## config.mk

```make
export PLATFORM = sky130hd
export DESIGN_NAME = bus_sequencer
export DESIGN_NICKNAME = d
export VERILOG_FILES = /design/src/rtl/bus_sequencer_pkg.sv /design/src/rtl/bus_sequencer.sv
export SDC_FILE = /design/constraint.sdc
export NUM_CORES = 1
export LEC_CHECK = 0
export ABC_AREA = 1
export CAP_MARGIN = 0
export CORE_MARGIN = 2
export CORE_UTILIZATION = 46
export CTS_CLUSTER_SIZE = 25
export DETAILED_ROUTE_END_ITERATION = 16
export PLACE_DENSITY = 0.95
export SLEW_MARGIN = 40
export SYNTH_ARGS = -nofsm -noshare
export SYNTH_HDL_FRONTEND = slang
export SYNTH_SLANG_ARGS = --single-unit
```

## constraint.sdc

```tcl
create_clock -name CLK -period 4.85 [get_ports CLK]
set_clock_uncertainty 0.2 [all_clocks]
set_input_delay 0.97 -clock CLK [delete_from_list [all_inputs] [get_ports CLK]]
set_output_delay 0.97 -clock CLK [all_outputs]
set_load 0.02 [all_outputs]
```

## src/rtl/bus_sequencer_pkg.sv

```systemverilog
// bus_sequencer_pkg: command codes, FSM states and byte-lane helper shared by bus_sequencer
package bus_sequencer_pkg;
  localparam logic [1:0] BUS_SEQX_IDLE  = 2'd0;
  localparam logic [1:0] BUS_SEQX_FETCH = 2'd1;
  localparam logic [1:0] BUS_SEQX_READ  = 2'd2;
  localparam logic [1:0] BUS_SEQX_WRITE = 2'd3;
  localparam logic BYTEX_BYTE = 1'b1;
  typedef enum logic [1:0] {ST_IDLE, ST_SETUP, ST_STROBE, ST_FINISH} state_t;
  function automatic logic [1:0] lane_be(input logic is_byte, input logic odd);
    return is_byte ? (odd ? 2'b10 : 2'b01) : 2'b11;
  endfunction
endpackage

```

## src/rtl/bus_sequencer.sv

```systemverilog
// bus_sequencer: runs one FETCH/READ/WRITE strobe cycle on a 16-bit memory bus
//   CLK/RESET           clock, asynchronous active-high reset
//   START, BUS_SEQX     request pulse and command (IDLE/FETCH/READ/WRITE)
//   BYTEX, ADDR, DOUT   access size, byte address, write data (latched on START)
//   MEM_*               memory bus: word address, write data, strobes, byte enables, read data, wait
//   INSTR, DIN          last fetched instruction / last read data (byte reads zero-extended)
//   BUSY, DONE, BUS_ERR status; BUS_ERR is a sticky timeout flag
//   Define BUS_SEQ_TIMEOUT_EN to abort STROBE after TIMEOUT_CYCLES wait cycles.
module bus_sequencer
  import bus_sequencer_pkg::*;
#(
  parameter int ADDR_WIDTH = 16
`ifdef BUS_SEQ_TIMEOUT_EN
  , parameter int TIMEOUT_CYCLES = 255
`endif
) (
  input  logic                  CLK,
  input  logic                  RESET,
  input  logic                  START,
  input  logic [1:0]            BUS_SEQX,
  input  logic                  BYTEX,
  input  logic [ADDR_WIDTH-1:0] ADDR,
  input  logic [15:0]           DOUT,
  input  logic [15:0]           MEM_DIN,
  input  logic                  MEM_WAIT,
  output logic [ADDR_WIDTH-2:0] MEM_ADDR,
  output logic [15:0]           MEM_DOUT,
  output logic                  MEM_RD,
  output logic                  MEM_WR,
  output logic [1:0]            MEM_BE,
  output logic [15:0]           INSTR,
  output logic [15:0]           DIN,
  output logic                  BUSY,
  output logic                  DONE,
  output logic                  BUS_ERR
);
  state_t state, state_nx;
  logic [1:0] op;
  logic is_byte, odd, idle_done, go, go_idle, byte_in, cap, abort;
  assign go = START && state == ST_IDLE && BUS_SEQX != BUS_SEQX_IDLE;
  assign go_idle = START && state == ST_IDLE && BUS_SEQX == BUS_SEQX_IDLE;
  assign byte_in = BYTEX == BYTEX_BYTE && BUS_SEQX != BUS_SEQX_FETCH;
  assign cap = state == ST_STROBE && !MEM_WAIT;
  // strobes and status decode straight from state so RESET drops them without a clock
  assign MEM_RD = state == ST_STROBE && op != BUS_SEQX_WRITE;
  assign MEM_WR = state == ST_STROBE && op == BUS_SEQX_WRITE;
  assign BUSY = state == ST_SETUP || state == ST_STROBE;
  assign DONE = state == ST_FINISH || idle_done;
  always_comb begin
    state_nx = state;
    case (state)
      ST_IDLE:   state_nx = go ? ST_SETUP : ST_IDLE;
      ST_SETUP:  state_nx = ST_STROBE;
      ST_STROBE: state_nx = (!MEM_WAIT || abort) ? ST_FINISH : ST_STROBE;
      default:   state_nx = ST_IDLE;
    endcase
  end
  always_ff @(posedge CLK or posedge RESET) begin
    if (RESET) begin
      state <= ST_IDLE;
      op <= BUS_SEQX_IDLE;
      is_byte <= 1'b0;
      odd <= 1'b0;
      idle_done <= 1'b0;
      MEM_ADDR <= '0;
      MEM_DOUT <= '0;
      MEM_BE <= 2'b00;
      INSTR <= '0;
      DIN <= '0;
    end else begin
      state <= state_nx;
      idle_done <= go_idle;
      if (go) begin
        op <= BUS_SEQX;
        is_byte <= byte_in;
        odd <= ADDR[0];
        MEM_ADDR <= ADDR[ADDR_WIDTH-1:1];
        MEM_DOUT <= byte_in ? {2{DOUT[7:0]}} : DOUT;
        MEM_BE <= lane_be(byte_in, ADDR[0]);
      end
      if (cap && op == BUS_SEQX_FETCH) INSTR <= MEM_DIN;
      if (cap && op == BUS_SEQX_READ)
        DIN <= is_byte ? {8'h00, odd ? MEM_DIN[15:8] : MEM_DIN[7:0]} : MEM_DIN;
    end
  end
`ifdef BUS_SEQ_TIMEOUT_EN
  logic [7:0] wait_cnt;
  logic err;
  // wait_cnt holds the number of stalled STROBE cycles already completed
  assign abort = state == ST_STROBE && MEM_WAIT && wait_cnt == 8'(TIMEOUT_CYCLES - 1);
  assign BUS_ERR = err;
  always_ff @(posedge CLK or posedge RESET) begin
    if (RESET) begin
      wait_cnt <= 8'd0;
      err <= 1'b0;
    end else begin
      wait_cnt <= (state == ST_STROBE && MEM_WAIT) ? wait_cnt + 8'd1 : 8'd0;
      err <= err | abort;
    end
  end
`else
  assign abort = 1'b0;
  assign BUS_ERR = 1'b0;
`endif
endmodule

```

# --- After elaboration in Yosys (flattened, before gate mapping) ---
# Index checks and enable logic that the tools add are counted.
classes:
  n_mux: 8
  reduce_logical: 15
  eq_ne: 8
ops:
  columns: ["operator", "n"]
  rows:
  - ["16-bit two-way mux", 2]
  - ["1-bit logical AND", 9]
  - ["2-bit equality test, second input constant", 4]
  - ["8-bit two-way mux", 1]
  - ["2-bit one-hot mux with 3 select lines", 1]
  - ["2-bit by 1-bit equality test with 1-bit output, second input constant", 2]
  - ["2-bit zero test", 2]
  - ["2-bit two-way mux", 2]
  - ["1-bit logical OR", 2]
  - ["1-bit two-way mux", 2]
  - ["2-bit by 1-bit inequality test with 1-bit output, second input constant", 1]
  - ["2-bit inequality test, second input constant", 1]
  - ["2-bit nonzero test", 1]
  - ["1-bit zero test", 1]
word_totals:
  ff_bits: 72
  out_inout_bits: 70
  word_cells: 41
  in_bits: 55

# --- Longest topological paths before layout ---
logic_depth:
  word_depth: 5
  mapped_depth: 8
  depth_no_buf: 8

# --- Worst setup path after synthesis ---
# No wires, ideal clock.
synth_path:
  path_kind: "flip-flop to output port"
  start: "register state[0]"
  end: "output MEM_WR"
  arrival_ns: 1.133
  setup_slack_ns: 2.547
  required_ns: 3.680
  path_stages_with_launch: 5
  n_path_buf: 0
  cell_sequence: "dfrtp_1 inv_1 ha_1 inv_1 nor3_1"
synth_between:
  elab_chain_len: 2
synth_lines:
  columns: ["element", "line", "source"]
  rows:
  - ["start: declaration", "bus_sequencer.sv:37", "state_t state, state_nx;"]
  - ["start signal: assignment", "bus_sequencer.sv:71", "state <= state_nx;"]
  - ["2-bit equality test", "bus_sequencer.sv:46", "assign MEM_WR = state == ST_STROBE && op == BUS_SEQX_WRITE;"]
  - ["1-bit logical AND", "bus_sequencer.sv:46", null]
  - ["end: declaration", "bus_sequencer.sv:29", "output logic MEM_WR,"]
# No other way between the ends.

# --- Worst setup path in the final report ---
# Same ends and word-level chain as after synthesis.

==> qor.csv <==
stage,metric,value,unit
run_status,status,finished clean,
synth,warnings from Yosys,0,
timing,slack of the critical path,1830,ps
pwr,Gate power share,49.2,%
finish,n_diodes,0,
die,io pins,125,
setup_path,"Max stage delay cell, worst path",clkdlybuf4s50_1,
pwr,Peak VDD IR,0.375,mV
setup_path,CP Class,flip-flop to output port,
setup_path,"Buf+Inv Stages, Crit Path",3,
timing,setup_tns,0,ps
synth,post-synthesis compound-gate area fraction,8.70,%
synth,adder-cell area share of the yosys netlist,1.21,%
synth,"Seq/Total Area, Yosys",58.0,%
setup_path,max incr delay on CP,630,ps
routing,via count,2783,
finish,final non-filler cell total,562,
pwr,Total Power,2.84,mW
finish,layout net count,538,
clock_network,"Clk Latency, worst-skew pair",330,ps
pwr,Int Pwr,1.70,mW
pwr,Psw,1.13,mW
pwr,Clk pwr share,14.2,%
setup_path,crit end category,output port,
placement,post-DP HPWL,5760,microns
worst_hold_path,hold crit path type,flip-flop to flip-flop,
finish,post-route cell area,4530,sq um
routing,DRT iter0 DRCs,130,
run,max-cap violations,0,
placement,placed inst area,4360,sq um
die,FP Rows,29,
clock_network,clk slew on worst S/H paths,70,ps
timing,FMAX,0.331,GHz
setup_path,CP Max Fanout,3,
finish,area grow syn2layout,45.8,%
timing,Worst Max-Slew Pin Slew,710,ps
placement,Port-buffer cells,123,
global_routing,GRT overflow,0,
placement,placed cells,546,
clock_network,cts hold-fix bufs,0,
finish,Sequential cell area,1800,sq um
timing,Slew Limit Fails,0,
setup_path,crit path cell chain,"inv_1, ha_1, inv_1, nor3_1, clkdlybuf4s50_1",
synth,mapped cell area,3110,sq um
die,CORE AREA,6420,sq um
setup_path,Crit path max-delay family,buffers and inverters,
setup_path,Setup crit start kind,flip-flop,
finish,Layout Utilization,70.5,%
clock_network,root buf cell,clkbuf_8,
setup_path,"Req. time, crit path",3680,ps
clock_network,H-tree levels,3,
routing,drt first pass iters,4,
die,full die area,7420,sq um
timing,Final period util,62.2,%
clock_network,CTS tree,yes,
finish,fill cell count,473,
global_routing,initial antenna violation count,0,
synth,main combinational cell family by area after synthesis,simple AND/OR/NAND/NOR gates,
pwr,Leak,2.27,nW
die,Die W,86.2,microns
clock_network,CTS max path bufs,2,
routing,DR DRC count,0,
global_routing,first-pass GRT wire length,12700,microns
routing,WL final,7870,microns
pwr,Net Sw Frac,40.0,%
clock_network,CTS Sinks,72,
finish,area of the multi-input gates,1060,sq um
timing,Finish-stage setup viols,0,
global_routing,GR Util All Layers,22.1,%
placement,pre-CTS worst setup slack,2060,ps
die,initial core utilization,48.4,%
setup_path,Worst EP arrival,1850,ps
timing,hold slack,277,ps
global_routing,pin count of the biggest net entering global routing,49,
synth,Syn Nets,418,
routing,DR vias/cell,4.95,
pwr,power density over cell area,627,nW/um^2
finish,share of layout cells above drive strength 1,7.22,%
timing,RSZ-0062 raised after global routing,no,
clock_network,post-CTS sizing,0,
synth,#FFs+latches synth,72,
timing,Final Hold Vio Count,0,
pwr,Flop pwr share,36.6,%
routing,Avg WL per Cell,14.0,microns
timing,Max-Slew Margin vs Limit,52.6,%
routing,Post-DRT Antenna Nets,0,
timing,Final min period,3020,ps
placement,Final Wtd Congestion,0.776,
clock_network,total CTS buffers,9,
die,die height,86.2,microns
clock_network,Post-CTS Setup Inserts,0,
synth,post-synthesis mux area share,0,%
synth,Unique masters post-synth,23,
synth,XOR/XNOR Fraction of Synth Area,0,%
global_routing,vias in the first global route,2744,
setup_path,cell mode on critical path,inv_1,
synth,syn avg cell area,8.63,sq um
synth,Synth Instances,360,
synth,simple-gate area share of the yosys netlist,23.8,%
-- routing by layer --
| layer | track usage, % | routed length (microns) |
|---|---|---|
| met5 | 0 | 0 |
| met3 | 4.81 | 620 |
| met2 | 35.7 | 3780 |
| met4 | 8.23 | 107 |
| met1 | 29.3 | 3370 |
-- final cells by class --
cell class | count | share of cell area [%]
inverter | 42 | 3.54
sequential | 72 | 39.8
clock buffer | 12 | 3.21
clock inverter | 4 | 0.442
timing repair buffer | 124 | 27.4
multi-input combinational | 231 | 23.5
tap | 77 | 2.13
-- cell usage after synthesis, drive strengths merged --
cell      n  area, sq um
nand2   155          589
dfrtp    72         1800
inv      42          158
o21ai    42          244
nand3    20          115
buf      14         92.6
nor2      4         22.5
ha        3         37.5
a21oi     2         13.8
o22ai     2         12.5
clkbuf    1         3.75
conb      1         3.75
nor3      1         5.00
or2       1         6.26
-- worst register-to-register path, delay by kind of cell (launching register included) --
family / cells / cell delay, ps
buffers and inverters: 3 / 570
and+or+nand+nor: 4 / 700
DFF: 1 / 390
adders and majority gates: 1 / 150
-- placed cells by master (no fill, tap or decap) --
cell and count:
a21oi_1 1, a21oi_4 1, buf_4 1, clkbuf_1 2
clkbuf_8 10, clkdlybuf4s50_1 123, clkinv_2 4, conb_1 1
dfrtp_1 72, ha_1 3, inv_1 40, inv_2 1
inv_4 1, nand2_1 152, nand2_2 3, nand3_1 17
nand3_2 2, nand3_4 1, nor2_1 3, nor2_4 1
nor3_1 1, o21ai_0 25, o21ai_1 8, o21ai_2 9
o22ai_1 2, or2_2 1
-- registers in the layout, summed over array words and instances (netlist names) --
name	count
is_byte	1
op	2
state	2
idle_done	1
MEM_DOUT	16
odd	1
DIN	16
MEM_BE	2
INSTR	16
MEM_ADDR	15
-- kinds of logic after synthesis --
| kind of cell | after synthesis |
|---|---|
| compound gates | 46 |
| fa+ha+maj | 3 |
| buf+inv | 57 |
| flops | 72 |
| other cells | 1 |
| simple gates | 181 |
-- worst paths after layout --
check / start / to / slack (ps) / depth (start not counted)
worst max-delay path: state[0] / MEM_WR / 1830 / 5
worst min-delay path: MEM_ADDR[4] / MEM_ADDR[4] / 280 / 2
worst max register to register: state[0] / DIN[4] / 2770 / 8
worst min register to register: MEM_ADDR[4] / MEM_ADDR[4] / 280 / 2
max in group asynchronous: RESET / MEM_DOUT[4] / 2860 / 3
min in group asynchronous: RESET / INSTR[2] / 850 / 2
-- power by group through the flow --
stage	logic (mW)	registers, mW	clock network, mW
global placement	1.35	1.04	0
global route	1.52	1.07	0.432
finish	1.40	1.04	0.403
CTS	1.41	1.04	0.407
detailed placement	1.40	1.04	0
floorplan	0.444	1.32	0
(Power assumes the default switching activity.)
